--- config.mk ---
export PLATFORM = sky130hd
export DESIGN_NAME = alu_sequencer
export DESIGN_NICKNAME = d
export VERILOG_FILES = /design/src/rtl/alu_sequencer.sv
export SDC_FILE = /design/constraint.sdc
export NUM_CORES = 1
export LEC_CHECK = 0
export BUFFER_PORTS_ARGS = -buffer_cell sky130_fd_sc_hd__clkbuf_2
export CAP_MARGIN = 20
export CORE_UTILIZATION = 36
export CTS_BUF_LIST = sky130_fd_sc_hd__clkbuf_8
export CTS_CLUSTER_DIAMETER = 40
export DETAILED_ROUTE_END_ITERATION = 7
export GPL_ROUTABILITY_DRIVEN = 0
export PLACE_DENSITY = 0.64
export SETUP_SLACK_MARGIN = 0.15
export SKIP_LAST_GASP = 1
export SYNTH_ARGS = -nofsm -noshare
export SYNTH_HDL_FRONTEND = slang
export SYNTH_SLANG_ARGS = --single-unit
--- constraint.sdc ---
create_clock -name clk -period 4.6 [get_ports clk]
set_clock_uncertainty 0.15 [all_clocks]
set_input_delay 0.46 -clock clk [delete_from_list [all_inputs] [get_ports clk]]
set_output_delay 0.46 -clock clk [all_outputs]
set_load 0.01 [all_outputs]
--- src/rtl/alu_sequencer.sv ---
// ---------------------------------------------------------------------------
// alu_sequencer
//
// Purpose:
//   Multi-cycle initiator for the combinational ALU. Accepts one operation
//   request in IDLE and latches its operands and op code. It presents them to
//   the ALU and waits for the result to settle. It then captures zHI/zLOW and
//   issues single-cycle write strobes for the low word, and for the high word
//   on multiply/divide. A final DONE cycle pulses done and parks the ALU on the
//   no-op code.
//
//   State sequence:
//     IDLE -> LOAD -> EXEC (1 or 1+MULDIV_WAIT cycles) -> WB_LO
//          -> [WB_HI for mul/div] -> DONE -> IDLE
//
// Parameters:
//   MULDIV_WAIT  extra EXEC cycles for op 2 (mul) / op 3 (div), 0..15
//
// Optional feature macro:
//   ILLEGAL_OP_EN  when defined, op codes 12..31 skip EXEC/WB and finish with
//                  err=1 alongside done. When undefined, err is tied to 0 and
//                  every op code takes the normal single-EXEC path.
//
// Ports:
//   clk       in   1   system clock, rising edge
//   clr       in   1   synchronous active-high reset / abort
//   start     in   1   request strobe, sampled only in IDLE
//   op        in   5   operation code (0 add .. 11 not)
//   a_in      in  32   operand A, captured with start
//   b_in      in  32   operand B, captured with start
//   alu_a     out 32   operand A to the ALU
//   alu_b     out 32   operand B to the ALU
//   alu_ctrl  out  5   ctrl code to the ALU (5'b11111 = idle/no-op)
//   alu_zhi   in  32   ALU high result
//   alu_zlo   in  32   ALU low result
//   lo_out    out 32   captured low result
//   hi_out    out 32   captured high result
//   lo_we     out  1   low-word write strobe
//   hi_we     out  1   high-word write strobe
//   busy      out  1   operation in flight (any state but IDLE)
//   done      out  1   one-cycle completion pulse
//   err       out  1   illegal-op pulse (only with ILLEGAL_OP_EN)
// ---------------------------------------------------------------------------
module alu_sequencer #(
    parameter int unsigned MULDIV_WAIT = 2
) (
    input  logic        clk,
    input  logic        clr,
    input  logic        start,
    input  logic [4:0]  op,
    input  logic [31:0] a_in,
    input  logic [31:0] b_in,
    output logic [31:0] alu_a,
    output logic [31:0] alu_b,
    output logic [4:0]  alu_ctrl,
    input  logic [31:0] alu_zhi,
    input  logic [31:0] alu_zlo,
    output logic [31:0] lo_out,
    output logic [31:0] hi_out,
    output logic        lo_we,
    output logic        hi_we,
    output logic        busy,
    output logic        done,
    output logic        err
);

    localparam logic [4:0] C_CTRL_IDLE = 5'b11111;
    localparam logic [3:0] C_WAIT      = 4'(MULDIV_WAIT);

    typedef enum logic [2:0] {
        S_IDLE  = 3'd0,
        S_LOAD  = 3'd1,
        S_EXEC  = 3'd2,
        S_WB_LO = 3'd3,
        S_WB_HI = 3'd4,
        S_DONE  = 3'd5
    } state_t;

    state_t      r_state;
    state_t      w_next_state;

    logic [4:0]  r_op;
    logic [31:0] r_a;
    logic [31:0] r_b;
    logic [4:0]  r_alu_ctrl;
    logic [3:0]  r_wait_cnt;
    logic [31:0] r_lo;
    logic [31:0] r_hi;

    logic        w_accept;
    logic        w_is_muldiv;
    logic        w_exec_last;
    logic        w_is_illegal;

    assign w_accept    = (r_state == S_IDLE) && start;
    assign w_is_muldiv = (r_op == 5'd2) || (r_op == 5'd3);
    assign w_exec_last = (r_wait_cnt == 4'd0);

`ifdef ILLEGAL_OP_EN
    assign w_is_illegal = (r_op >= 5'd12);
`else
    assign w_is_illegal = 1'b0;
`endif

    // -----------------------------------------------------------------------
    // State register
    // -----------------------------------------------------------------------
    // NOTE: sequential state uses non-blocking (<=) so every register samples
    // the pre-edge values of the others; blocking here would create order-
    // dependent simulation and mismatch the synthesised flops.
    always_ff @(posedge clk) begin
        if (clr) begin
            r_state <= S_IDLE;
        end else begin
            r_state <= w_next_state;
        end
    end

    // -----------------------------------------------------------------------
    // Next-state logic
    // -----------------------------------------------------------------------
    // NOTE: the default assignment first guarantees every path writes
    // w_next_state, so no latch is inferred.
    always_comb begin
        w_next_state = r_state;
        unique case (r_state)
            S_IDLE:  if (start) w_next_state = S_LOAD;
            S_LOAD:  w_next_state = w_is_illegal ? S_DONE : S_EXEC;
            S_EXEC:  if (w_exec_last) w_next_state = S_WB_LO;
            S_WB_LO: w_next_state = w_is_muldiv ? S_WB_HI : S_DONE;
            S_WB_HI: w_next_state = S_DONE;
            S_DONE:  w_next_state = S_IDLE;
            default: w_next_state = S_IDLE;
        endcase
    end

    // -----------------------------------------------------------------------
    // Datapath registers: request latches, ALU drive, wait counter, results
    // -----------------------------------------------------------------------
    always_ff @(posedge clk) begin
        if (clr) begin
            r_op       <= '0;
            r_a        <= '0;
            r_b        <= '0;
            r_alu_ctrl <= C_CTRL_IDLE;
            r_wait_cnt <= '0;
            r_lo       <= '0;
            r_hi       <= '0;
        end else begin
            // The ALU drive registers load on the accepting edge itself so the
            // operands and ctrl code are already valid throughout LOAD.
            if (w_accept) begin
                r_op       <= op;
                r_a        <= a_in;
                r_b        <= b_in;
                r_alu_ctrl <= op;
            end else if (w_next_state == S_DONE) begin
                // Covers both the normal WB exit and the illegal-op shortcut.
                r_alu_ctrl <= C_CTRL_IDLE;
            end

            // Counter is armed in LOAD so EXEC sees the full wait count on its
            // first cycle; zero means "this is the last EXEC cycle".
            if (r_state == S_LOAD) begin
                r_wait_cnt <= w_is_muldiv ? C_WAIT : 4'd0;
            end else if (r_state == S_EXEC && !w_exec_last) begin
                r_wait_cnt <= r_wait_cnt - 4'd1;
            end

            // Both result words are captured for every op; only mul/div
            // later strobe the high word out.
            if (r_state == S_EXEC && w_exec_last) begin
                r_lo <= alu_zlo;
                r_hi <= alu_zhi;
            end
        end
    end

    assign alu_a    = r_a;
    assign alu_b    = r_b;
    assign alu_ctrl = r_alu_ctrl;
    assign lo_out   = r_lo;
    assign hi_out   = r_hi;

    // -----------------------------------------------------------------------
    // Moore outputs decoded from the state register
    // -----------------------------------------------------------------------
    always_comb begin
        lo_we = 1'b0;
        hi_we = 1'b0;
        busy  = 1'b1;
        done  = 1'b0;
        err   = 1'b0;
        unique case (r_state)
            S_IDLE:  busy  = 1'b0;
            S_WB_LO: lo_we = 1'b1;
            S_WB_HI: hi_we = 1'b1;
            S_DONE: begin
                done = 1'b1;
                err  = w_is_illegal;
            end
            default: ;
        endcase
    end

endmodule

Word-level counts from Yosys, hierarchy flattened
Cells that the tools add are included.
W data, S select, Z words.
{ "totals": {"elab_cells": 39, "in_bits": 136, "out_inout_bits": 138, "regBits": 145} }
{ "op_classes": {"n_addsub": 1, "eq_ne": 8, "muxes": 13, "n_reduce_logical": 9} }
{ "ops": {"columns": ["operator", "count"], "rows": [
  ["$pmux W3 S5", 1],
  ["$eq A5 B2 Y1 const B", 2],
  ["$mux W5", 2],
  ["$eq A3 B3 Y1 const B", 3],
  ["$mux W4", 2],
  ["$eq A3 B2 Y1 const B", 2],
  ["$mux W3", 2],
  ["$mux W1", 5],
  ["$logic_not A4 Y1", 1],
  ["$reduce_bool A2 Y1", 2],
  ["$sub A4 B1 Y4 const B", 1],
  ["$eq A3 B1 Y1 const B", 1],
  ["$logic_and A1 B1 Y1", 3],
  ["$logic_not A3 Y1", 1],
  ["$mux W2", 1],
  ["$logic_not A1 Y1", 1],
  ["$logic_or A1 B1 Y1", 1]
]} }

Depth between registers and ports, before layout
{ "depth": {"depth_word": 7, "mapped_depth": 7, "depth_no_buf": 5} }

Worst setup path after synthesis
Ideal clock, no wire load.
{ "synth_timing": {"path_type": "register to register", "startpoint": "register r_wait_cnt[0]", "endpoint": "register r_lo[12] (netlist: lo_out[12])", "t_arrival_ns": 1.522, "path_stages_with_launch": 8, "setup_time_ns": 0.132, "path_buffers": 2, "period_less_slack_ns": 1.804, "t_required_ns": 4.318, "setup_slack_ns": 2.796, "path_cell_list": "dfxtp_1 -> inv_1 -> ha_1 -> or3b_1 -> clkbuf_1 -> clkbuf_1 -> o21ai_0 -> a21oi_1"} }
{ "synth_via": {"elab_chain_len": 2} }
{ "synth_rtl": {"columns": ["item", "line_no", "text"], "rows": [
  ["start: declaration", "86", "logic [3:0] r_wait_cnt;"],
  ["start signal: assignment", "165", "r_wait_cnt <= w_is_muldiv ? C_WAIT : 4'd0;"],
  ["start signal: assignment", "167", "r_wait_cnt <= r_wait_cnt - 4'd1;"],
  ["$logic_not A4 Y1", "97", "assign w_exec_last = (r_wait_cnt == 4'd0);"],
  ["$logic_and A1 B1 Y1", "172", "if (r_state == S_EXEC && w_exec_last) begin"],
  ["end signal: assignment", "173", "r_lo <= alu_zlo;"],
  ["end: declaration", "87", "logic [31:0] r_lo;"]
]} }
Every way passes these cells.
A chain may end at the register's enable or synchronous reset.

Worst setup path after layout
{ "layout_timing": {"startpoint": "register r_state[1]", "endpoint": "register r_b[9] (netlist: alu_b[9])"} }
{ "layout_via": {"elab_chain_len": 2} }
{ "layout_rtl": {"columns": ["item", "line_no", "text"], "rows": [
  ["start: declaration", "79", "state_t r_state;"],
  ["start signal: assignment", "115", "r_state <= w_next_state;"],
  ["$logic_not A3 Y1", "95", "assign w_accept = (r_state == S_IDLE) && start;"],
  ["$logic_and A1 B1 Y1", "95", null],
  ["end signal: assignment", "155", "r_b <= b_in;"],
  ["end: declaration", "84", "logic [31:0] r_b;"]
]} }
Every way passes these cells.

==> key figures <==
Critical path
  – Timing endpoint of the critical path: alu_b[9]$_SDFFE_PP0P_
  – Buffers plus inverters on the worst setup path: 1
  – Critical-path cell list: nor4b_4 > buf_4 > nand2_1 > a21oi_1
  – CP max stage delay: 0.77 ns
  – Arrival time at the worst endpoint: 2.55 ns
  – Critical path start-end classification: reg -> reg
  – Worst r2r src: r_state[1]$_SDFF_PP0_
  – Req. time, crit path: around 4.8 ns
  – Worst reg2reg path endpoint: alu_b[9]$_SDFFE_PP0P_
  – Register-to-Register Path Depth: 4
  – Crit-path leading delay family: simple AND/OR/NAND/NOR gates
  – Start point of the critical path: r_state[1]$_SDFF_PP0_
  – Slowest cell on the critical path: sky130_fd_sc_hd__nor4b_4
  – Worst-case register-to-register setup slack: 2.27 ns
  – Critical Path Source Type: flop
  – Critical path peak fanout: 54
  – Kind of end point of the critical path: flop
  – Number of logic stages on the critical path including buffering: 4

Layout
  – Most common cell after layout, fill and taps aside: sky130_fd_sc_hd__clkbuf_2
  – Post-route cell area: between 7000 and 8000 um2
  – Share of post-route cells with drive strength above 1: 0.351
  – Area added between synthesis and finish: 33.6%
  – Top library cells by usage in the layout, fill and taps aside: sky130_fd_sc_hd__clkbuf_2, sky130_fd_sc_hd__dfxtp_1, sky130_fd_sc_hd__nand2_1, sky130_fd_sc_hd__a21oi_1, sky130_fd_sc_hd__nand3_1
  – Core utilization of the finished layout: 0.492
  – Number of antenna repair diodes: 0
  – Number of nets in the layout: 1028

Clock tree
  – Maximum root-to-sink buffer count: 2
  – Post-CTS Repair Setup Buffers: 0
  – TritonCTS clock tree: done
  – Clock-pin slew on the worst setup and hold paths: 0.08 ns
  – Total clock sinks: 144
  – Clock Latency Late Sink: between 0.4 and 0.5 ns
  – Root cell of the clock tree: sky130_fd_sc_hd__clkbuf_8
  – Hold buffers post-CTS: 0
  – Post-cts repair resize count: 0
  – Number of clock buffers inserted by TritonCTS: 17
  – Clock H-tree levels: 4

Global route
  – All-Layer GR Usage: 0.187
  – Number of antenna violations at the first check in global routing: 0
  – First-pass GRT wire length: 22300 um
  – Largest net degree at the start of global routing: 94
  – Number of global-route vias before repair: between 4000 and 5000
  – Final global-route overflow total: 0

Routing
  – Total routed wirelength: between 15000 and 20000 um
  – Via-to-Cell Ratio: 4.89
  – First-pass iteration count of the detailed router: 5
  – Wire length per cell: 14.0 um
  – Routed via count: 5311
  – # DRC: 0
  – Number of DRC markers in iteration 0: 403
  – Number of nets with antenna violations after detailed routing: 0

Power and ir drop
  – Total Power: 3.63 mW
  – Fraction of power consumed by the clock network: 0.288
  – Leakage power: 3.18 nW
  – Net switching power: 1.23 mW
  – Internal power summed over all cells: roughly 2.4 mW
  – Switch share: 0.339
  – Worst vdd rail ir drop: 225 uV
  – Logic pwr share: 0.279
  – Flop pwr share: 0.432
  – Pwr Density: between 500 and 600 nW/um2

STA
  – Final Cycle Share: 0.507
  – Hold Fails Final Rpt: 0
  – Number of setup violations in the final report: 0
  – Final-report max-slew violation count: 0
  – Post-layout minimum cycle time: 2.33 ns
  – Maximum clock rate: 429 MHz
  – Setup repair after global routing missed its margin: no
  – Tightest slew margin relative to the limit: 0.325
  – Total negative slack for setup checks: 0 ns
  – Slew at the pin closest to its max-slew limit: 1.01 ns

Run status
  – Status: completed

Placement
  – Placed cell areas: a little under 7000 um2
  – Port-buffer cells: 272
  – DPL Wire Length: 9690 um

Job
  – Count of maximum capacitance violations: 0

Synthesis
  – Mapped cell area: 5350 um2
  – Netlist cell types: 36
  – Flip-flop and latch count after synthesis: 144
  – Mapped Nets: ~790
  – Average instance area after synthesis: between 8 and 9 um2
  – Async S/R FF share, synth: 0
  – Number of enable flip-flop cells after synthesis: 0
  – Cells after Synth: around 660
  – Seq/Total Area, Yosys: 0.539
  – Synthesis Warnings: 0
  – Predominant post-synthesis flop cell: sky130_fd_sc_hd__dfxtp_1

Min path
  – Worst min path class: in -> reg

Floorplan
  – Chip Height: between 100 and 150 um
  – Initial Utilization: 0.368
  – Core ar.: roughly 15000 um2
  – Number of rows created at floorplan: 44
  – Top Ports: between 200 and 300
  – Area of the die: 15400 um2
  – Die Wd: 124 um
[registers in the layout, indices dropped and copies added, names as in the netlist]
signal,cells
r_op,4
alu_b,32
alu_ctrl,5
lo_out,32
r_state,3
alu_a,32
r_wait_cnt,4
hi_out,32
[synthesized netlist by cell type, types with 2 or more instances]
cell / count / area share
sky130_fd_sc_hd__dfxtp_1: 144 / 0.54
sky130_fd_sc_hd__nand2_1: 136 / 0.095
sky130_fd_sc_hd__a21oi_1: 132 / 0.12
sky130_fd_sc_hd__nand3_1: 70 / 0.065
sky130_fd_sc_hd__o21ai_0: 65 / 0.061
sky130_fd_sc_hd__clkbuf_1: 47 / 0.033
sky130_fd_sc_hd__buf_2: 14 / 0.013
sky130_fd_sc_hd__inv_1: 5 / 0.0035
sky130_fd_sc_hd__nor2_1: 5 / 0.0035
sky130_fd_sc_hd__o32a_1: 5 / 0.0094
sky130_fd_sc_hd__a211oi_1: 2 / 0.0028
sky130_fd_sc_hd__buf_4: 2 / 0.0028
sky130_fd_sc_hd__ha_1: 2 / 0.0047
sky130_fd_sc_hd__nor3_1: 2 / 0.0019
sky130_fd_sc_hd__nor3b_1: 2 / 0.0028
sky130_fd_sc_hd__o21ai_1: 2 / 0.0019
sky130_fd_sc_hd__or3_1: 2 / 0.0023
[area by class of cell]
class	count	area [um2]
fillers	1486	7380
flip-flops and latches	144	2880
multi-input cells	444	2200
repair buffers	278	1410
clock buffers	20	275
well taps	184	230
clock inverters	10	135
inverters	5	18.8
[power by group through the flow]
stage,logic (mW),registers [mW],clock network [mW]
finish,1.01,1.57,1.05
global route,1.13,1.60,1.13
CTS,1.02,1.57,1.08
detailed placement,1.02,1.60,0
global placement,1.02,1.59,0
floorplan,0.569,1.66,0
[worst min path at each step]
stage                                 startpoint                      to  slack, ns  depth (start not counted)
after floorplan             r_op[1]$_SDFFE_PP0P_    r_op[1]$_SDFFE_PP0P_       0.28                          2
after global placement    alu_a[12]$_SDFFE_PP0P_  alu_a[12]$_SDFFE_PP0P_       0.29                          2
after detailed placement  alu_b[16]$_SDFFE_PP0P_  alu_b[16]$_SDFFE_PP0P_       0.30                          2
after CTS                               a_in[31]  alu_a[31]$_SDFFE_PP0P_       0.04                          3
after global routing                    b_in[13]  alu_b[13]$_SDFFE_PP0P_       0.05                          3
final                                   a_in[13]  alu_a[13]$_SDFFE_PP0P_       0.08                          3
[cells by family (layout without fill, tap and decap cells)]
group	after synthesis	after routing	share of synthesized area
buf+inv	68	313	0.0524
xor+xnor	1	1	0.00164
other cells	1	1	0.000701
fa+ha+maj	2	2	0.00468
compound gates	210	210	0.206
flops	144	144	0.539
mux	1	1	0.00187
simple gates	229	229	0.194
[worst reg2reg max path, stage by stage, from the launching register on]
cell	delay, ns
sky130_fd_sc_hd__dfxtp_1	0.45
sky130_fd_sc_hd__nor4b_4	0.78
sky130_fd_sc_hd__buf_4	0.58
sky130_fd_sc_hd__nand2_1	0.15
sky130_fd_sc_hd__a21oi_1	0.15
[stage by stage]
step           setup WS (ns)  instances  hold WS (ns)
3_3_place_gp            2.29       1055         0.291
3_5_place_dp            2.27       1055         0.296
5_1_grt                 2.03       1085        0.0514
4_1_cts                 2.28       1085        0.0389
6_report                2.27       1085        0.0811
2_1_floorplan           2.80        656         0.282
[routing by layer]
layer	wire length, um	up-vias	global-route usage
li1	-	2706	-
met1	6720	2426	0.232
met2	7270	164	0.302
met3	1020	15	0.0577
met4	192	0	0.0744
met5	0	-	0
(Power assumes the default switching activity.)
